$ cat src/rtl/pwm_duty_ctrl.sv
// Button-driven PWM duty controller: synchronize, debounce, auto-repeat,
// saturating duty register, stretched step indicators and a 1 Hz square wave.
module pwm_duty_ctrl #(
   parameter int WIDTH      = 4,
   parameter int DUTY_MAX   = 10,
   parameter int DUTY_RST   = 5,
   parameter int DEB_CYC    = 8,
   parameter int REP_DELAY  = 16,
   parameter int REP_PERIOD = 4,
   parameter int LED_CYC    = 6,
   parameter int HALF_SEC   = 500
) (
   input  logic             clk,
   input  logic             reset,
   input  logic             btn_incrPWM,
   input  logic             btn_decrPWM,
   output logic [WIDTH-1:0] duty,
   output logic             duty_upd,
   output logic             inled,
   output logic             deled,
   output logic             sat,
   output logic             clock_1hz
);

   localparam int DCW = $clog2(DEB_CYC + 1);
   localparam int RMX = (REP_DELAY > REP_PERIOD) ? REP_DELAY : REP_PERIOD;
   localparam int RCW = $clog2(RMX + 1);
   localparam int LCW = $clog2(LED_CYC + 1);
   localparam int HCW = (HALF_SEC > 1) ? $clog2(HALF_SEC) : 1;
   localparam logic [WIDTH-1:0] DMAX  = WIDTH'(DUTY_MAX);
   localparam logic [WIDTH-1:0] DINIT =
      (DUTY_RST > DUTY_MAX) ? WIDTH'(DUTY_MAX) : WIDTH'(DUTY_RST);

   typedef enum logic [1:0] {IDLE, HOLD_INC, HOLD_DEC, BLOCK} state_t;

   // bit 0 = increment button, bit 1 = decrement button
   logic [1:0]     raw;
   logic [1:0]     s1_q, s2_q, lvl_q;
   logic [DCW-1:0] dcnt_q [2];

   state_t           state_q;
   logic [RCW-1:0]   rcnt_q, rcnt_dec;
   logic [WIDTH-1:0] duty_q, duty_d, up_d, dn_d;
   logic             upd_q, inc_step, dec_step, chg;
   logic [LCW-1:0]   in_cnt_q, de_cnt_q;
   logic [HCW-1:0]   hcnt_q;
   logic             clk1_q;

   assign raw = {btn_decrPWM, btn_incrPWM};

   always_ff @(posedge clk or posedge reset) begin
      if (reset) begin
         s1_q      <= '0;
         s2_q      <= '0;
         lvl_q     <= '0;
         dcnt_q[0] <= '0;
         dcnt_q[1] <= '0;
      end else begin
         s1_q <= raw;
         s2_q <= s1_q;
         for (int i = 0; i < 2; i++) begin
            if (s2_q[i] == lvl_q[i]) begin
               dcnt_q[i] <= '0;
            end else if (dcnt_q[i] == DCW'(DEB_CYC - 1)) begin
               lvl_q[i]  <= s2_q[i];
               dcnt_q[i] <= '0;
            end else begin
               dcnt_q[i] <= dcnt_q[i] + 1'b1;
            end
         end
      end
   end

   assign rcnt_dec = rcnt_q - 1'b1;
   assign up_d     = (duty_q >= DMAX) ? DMAX : duty_q + 1'b1;
   assign dn_d     = (duty_q == '0) ? '0 : duty_q - 1'b1;

   always_comb begin
      inc_step = 1'b0;
      dec_step = 1'b0;
      unique case (state_q)
         IDLE: begin
            inc_step = lvl_q[0] & ~lvl_q[1];
            dec_step = lvl_q[1] & ~lvl_q[0];
         end
         HOLD_INC: inc_step = lvl_q[0] & ~lvl_q[1] & (rcnt_dec == '0);
         HOLD_DEC: dec_step = lvl_q[1] & ~lvl_q[0] & (rcnt_dec == '0);
         BLOCK:    ;
      endcase
   end

   always_comb begin
      duty_d = duty_q;
      if (inc_step) duty_d = up_d;
      else if (dec_step) duty_d = dn_d;
   end

   assign chg = (duty_d != duty_q);

   always_ff @(posedge clk or posedge reset) begin
      if (reset) begin
         state_q <= IDLE;
         rcnt_q  <= '0;
      end else begin
         unique case (state_q)
            IDLE: begin
               if (&lvl_q) begin
                  state_q <= BLOCK;
               end else if (lvl_q[0]) begin
                  state_q <= HOLD_INC;
                  rcnt_q  <= RCW'(REP_DELAY);
               end else if (lvl_q[1]) begin
                  state_q <= HOLD_DEC;
                  rcnt_q  <= RCW'(REP_DELAY);
               end
            end
            HOLD_INC: begin
               if (!lvl_q[0]) state_q <= IDLE;
               else if (lvl_q[1]) state_q <= BLOCK;
               else rcnt_q <= (rcnt_dec == '0) ? RCW'(REP_PERIOD) : rcnt_dec;
            end
            HOLD_DEC: begin
               if (!lvl_q[1]) state_q <= IDLE;
               else if (lvl_q[0]) state_q <= BLOCK;
               else rcnt_q <= (rcnt_dec == '0) ? RCW'(REP_PERIOD) : rcnt_dec;
            end
            BLOCK: begin
               if (lvl_q == 2'b00) state_q <= IDLE;
            end
         endcase
      end
   end

   always_ff @(posedge clk or posedge reset) begin
      if (reset) begin
         duty_q   <= DINIT;
         upd_q    <= 1'b0;
         in_cnt_q <= '0;
         de_cnt_q <= '0;
      end else begin
         duty_q <= duty_d;
         upd_q  <= chg;
         if (chg && inc_step) in_cnt_q <= LCW'(LED_CYC);
         else if (in_cnt_q != '0) in_cnt_q <= in_cnt_q - 1'b1;
         if (chg && dec_step) de_cnt_q <= LCW'(LED_CYC);
         else if (de_cnt_q != '0) de_cnt_q <= de_cnt_q - 1'b1;
      end
   end

   always_ff @(posedge clk or posedge reset) begin
      if (reset) begin
         hcnt_q <= '0;
         clk1_q <= 1'b0;
      end else if (hcnt_q == HCW'(HALF_SEC - 1)) begin
         hcnt_q <= '0;
         clk1_q <= ~clk1_q;
      end else begin
         hcnt_q <= hcnt_q + 1'b1;
      end
   end

   assign duty      = duty_q;
   assign duty_upd  = upd_q;
   assign inled     = (in_cnt_q != '0);
   assign deled     = (de_cnt_q != '0);
   assign sat       = (duty_q == '0) || (duty_q == DMAX);
   assign clock_1hz = clk1_q;

endmodule

$ cat config.mk
export PLATFORM = sky130hd
export DESIGN_NAME = pwm_duty_ctrl
export DESIGN_NICKNAME = d
export VERILOG_FILES = /design/src/rtl/pwm_duty_ctrl.sv
export SDC_FILE = /design/constraint.sdc
export NUM_CORES = 1
export LEC_CHECK = 0
export ABC_AREA = 1
export CORE_MARGIN = 8
export CORE_UTILIZATION = 50
export DETAILED_ROUTE_END_ITERATION = 10
export GPL_TIMING_DRIVEN = 0
export PLACE_DENSITY_LB_ADDON = 0.1
export SLEW_MARGIN = 5
export SYNTH_ARGS = -nofsm -noshare
export SYNTH_HDL_FRONTEND = slang
export SYNTH_SLANG_ARGS = --single-unit
$ cat constraint.sdc
create_clock -name clk -period 2.65 [get_ports clk]
set_input_delay 0.53 -clock clk [delete_from_list [all_inputs] [get_ports clk]]
set_output_delay 0.53 -clock clk [all_outputs]
set_load 0.01 [all_outputs]
==> run summary <==
power per cell area: 1080 mW/mm2
CTS Buf Count: 5
count of pins over their slew limit: 0
die footprint: 0.00740 mm2
WP data arrival: 1.99 ns
Initial Utilization: 51.9%
Slew headroom: 68.7%
Post-synth EDFFs: 0
Post-Synthesis Cells: 283
Synth Net Count: 304
register area share after synthesis: 43.0%
fillcell total: 430
R2R cell count: 15
post-place instance area: 0.00268 mm2
Pint: 1700 uW
Unique masters post-synth: 33
commonest cells in the netlist: 52 x nand2_1, 42 x inv_1, 40 x dfrtp_1
Max Freq: 396 MHz
Final setup viols: 0
Hold-fix buffers, CTS: 0
P_sw: 1330 uW
Die Width: 86.0 um
Hold Crit Class: reg -> reg
Crit Path Max Fanout: 7
CTS tree: yes
vias in the first global route: 1,677
fraction of the cycle the final worst path needs: 95.2%
worst skew pair latency: 0.29 ns
initial antenna violation count: 0
first-pass GRT wire length: 7080 um
clk root buf: clkbuf_8
Setup Total Neg Slack: 0 ns
GP Congestion: 0.783
Leak Pwr: 0.00140 uW
non-filler cells, final: 375
number of DRC markers in iteration 0: 40
final WL: 3920 um
Critical Path Start Type: register
gr usage total: 11.7%
crit path kind: reg -> out
Hold Path Cell Cnt: 0
power share of the sequential group: 33.1%
run status: complete, no violations
Yosys reg bits: 42
mux cell area share after synthesis: 0%
WL per Instance: 10.5 um
fin area: 0.00280 mm2
Synth top area share: 40.8%
Crit. End Element: primary output
sw frac: 43.9%
grt ovf: 0
H-tree depth: 2
Slew @ Worst Pin: 0.468 ns
Critical Path RT: 2.12 ns
Async S/R FF share, synth: 100%
Compound-Gate Fraction of Synth Area: 9.75%
MaxCap Viol Count: 0
Fin Clk Skew: 0.00981 ns
Syn-to-layout area delta: 14.3%
Clock transition at path regs: 0.08 ns
Die Ht: 86.0 um
final hold vios: 0
Synth Area in Adders: 8.68%
main flop type after synthesis: dfrtp_1
mapped cell area: 0.00245 mm2
most numerous cell in the Yosys netlist: nand2_1
Via density: 4.75
CORE AREA: 0.00472 mm2
clock network power share: 13.8%
HPWL Detailed: 2960 um
logic gate share of total power: 53.1%
Longest Clk Path Bufs: 2
clock sink count: 42
num ports: 13
Placed Cells: 363
Row Count: 25
syn avg cell area: 8.66 um2
minimum clock period: 2.52 ns
# DRC: 0
Final nets: 328
simple-gate share of the synthesized area: 27.6%
post-synthesis xor/xnor area fraction: 3.93%
Warnings, synthesis: 0
routed vias: 1,781
ant diodes: 0
cell taking the most area after synthesis: dfrtp_1
maximum vdd drop: 0.000421 V
main combinational cell family by area after synthesis: simple AND/OR/NAND/NOR gates
share of post-route cells with drive strength above 1: 18.2%
input/output buffers: 12
Total Power: 3040 uW
Detail Route Antenna Nets: 0
dominant cells by area after synthesis: dfrtp_1 41%, ha_1 8.7%, nand2_1 8.0%
largest net degree at the start of global routing: 27
detailed-router iteration count before antenna repair: 4
RSZ-0062 raised after global routing: false
-- cell usage in the layout, fill, tap and decap left out, types with 2 or more instances in the layout --
cell type        synthesis  routed
a211oi_1                 3       3
a21oi_1                 11      11
a21oi_2                  2       2
buf_4                    0       4
clkbuf_8                 0       6
clkdlybuf4s50_1          0      12
dfrtp_1                 40      39
dfstp_2                  2       2
ha_1                    17      17
inv_1                   42      39
inv_2                    4       7
nand2_1                 52      52
nand2_2                 14      14
nand2_4                  2       2
nand3_1                 21      21
nand3_2                  2       2
nand3b_1                 2       2
nor2_1                  21      21
nor2_2                   2       2
nor2_4                   4       4
nor3_1                   3       2
o21ai_0                 13      13
o21ai_2                  2       2
o22ai_1                  3       3
xnor2_1                  4       4
xor2_1                   7       7
-- power by group through the flow --
stage               sequential (uW)  clock (uW)  combinational [uW]
floorplan                       998           0                1240
global placement               1010           0                1550
CTS                            1010         444                1580
global route                   1030         463                1860
detailed placement             1020           0                1570
finish                         1010         419                1610
-- metrics by stage --
| step | util, % | setup slack (ns) | hold WS, ns |
|---|---|---|---|
| after floorplan | - | 0.747 | 0.331 |
| after global placement | 56.2 | 0.249 | 0.334 |
| after detailed placement | 56.6 | 0.278 | 0.336 |
| after CTS | 58.7 | 0.0535 | 0.353 |
| after global routing | 59.3 | 0.00164 | 0.358 |
| final | 59.3 | 0.126 | 0.350 |
-- repair_timing --
| action | CTS | global route |
|---|---|---|
| endpoints found under the setup margin | 1 | 1 |
| setup buffers | 0 | 4 |
| resized for setup | 1 | 3 |
-- state kept, by name, indices dropped and copies added (netlist names), 3 cells and up --
register and flops:
dcnt_q 8, rcnt_q 5, hcnt_q 9, de_cnt_q 3, in_cnt_q 3, duty 4
-- final cells by class --
class / instances / area, um2 / area share, %
well taps: 67 / 83.8 / 2.99
flip-flops and latches: 42 / 1050 / 37.6
clock buffers: 7 / 86.3 / 3.08
clock inverters: 1 / 5.00 / 0.179
repair buffers: 17 / 170 / 6.07
multi-input cells: 195 / 1230 / 43.9
inverters: 46 / 173 / 6.16
-- kinds of logic after synthesis --
kind of cell / Yosys count
buf+inv: 46
flops: 42
fa+ha+maj: 17
compound gates: 38
xor+xnor: 11
simple gates: 129
-- worst max-delay path, stage by stage (launching register included) --
cell and delay (ns):
dfstp_2 0.62, inv_2 0.09, ha_1 0.22, inv_1 0.10, nor3_2 0.06, inv_1 0.09
nand2_1 0.05, clkdlybuf4s50_1 0.47
-- layer usage --
metal  wire (um)  track usage, %  vias to the layer above
met5           0               0                        -
met4          63            4.30                        0
met3         141            3.15                        5
met2        1720            18.1                       20
met1        2000            15.1                      807
li1            -               -                      949
-- path summary, 6_finish.rpt --
check                                           start                       to  slack, ns
worst min-delay path                s1_q[0]$_DFF_PP0_        s2_q[0]$_DFF_PP0_       0.35
worst max register to register  rcnt_q[0]$_DFFE_PP0P_  in_cnt_q[1]$_DFFE_PP0P_       0.54
max in group asynchronous                       reset        duty[2]$_DFF_PP1_       1.59
min in group asynchronous                       reset      dcnt_q[2]$_DFF_PP0_       0.52
worst max-delay path                duty[0]$_DFF_PP1_                      sat       0.13
worst min register to register      s1_q[0]$_DFF_PP0_        s2_q[0]$_DFF_PP0_       0.35
Note: power is estimated with default switching activity, not from simulation.
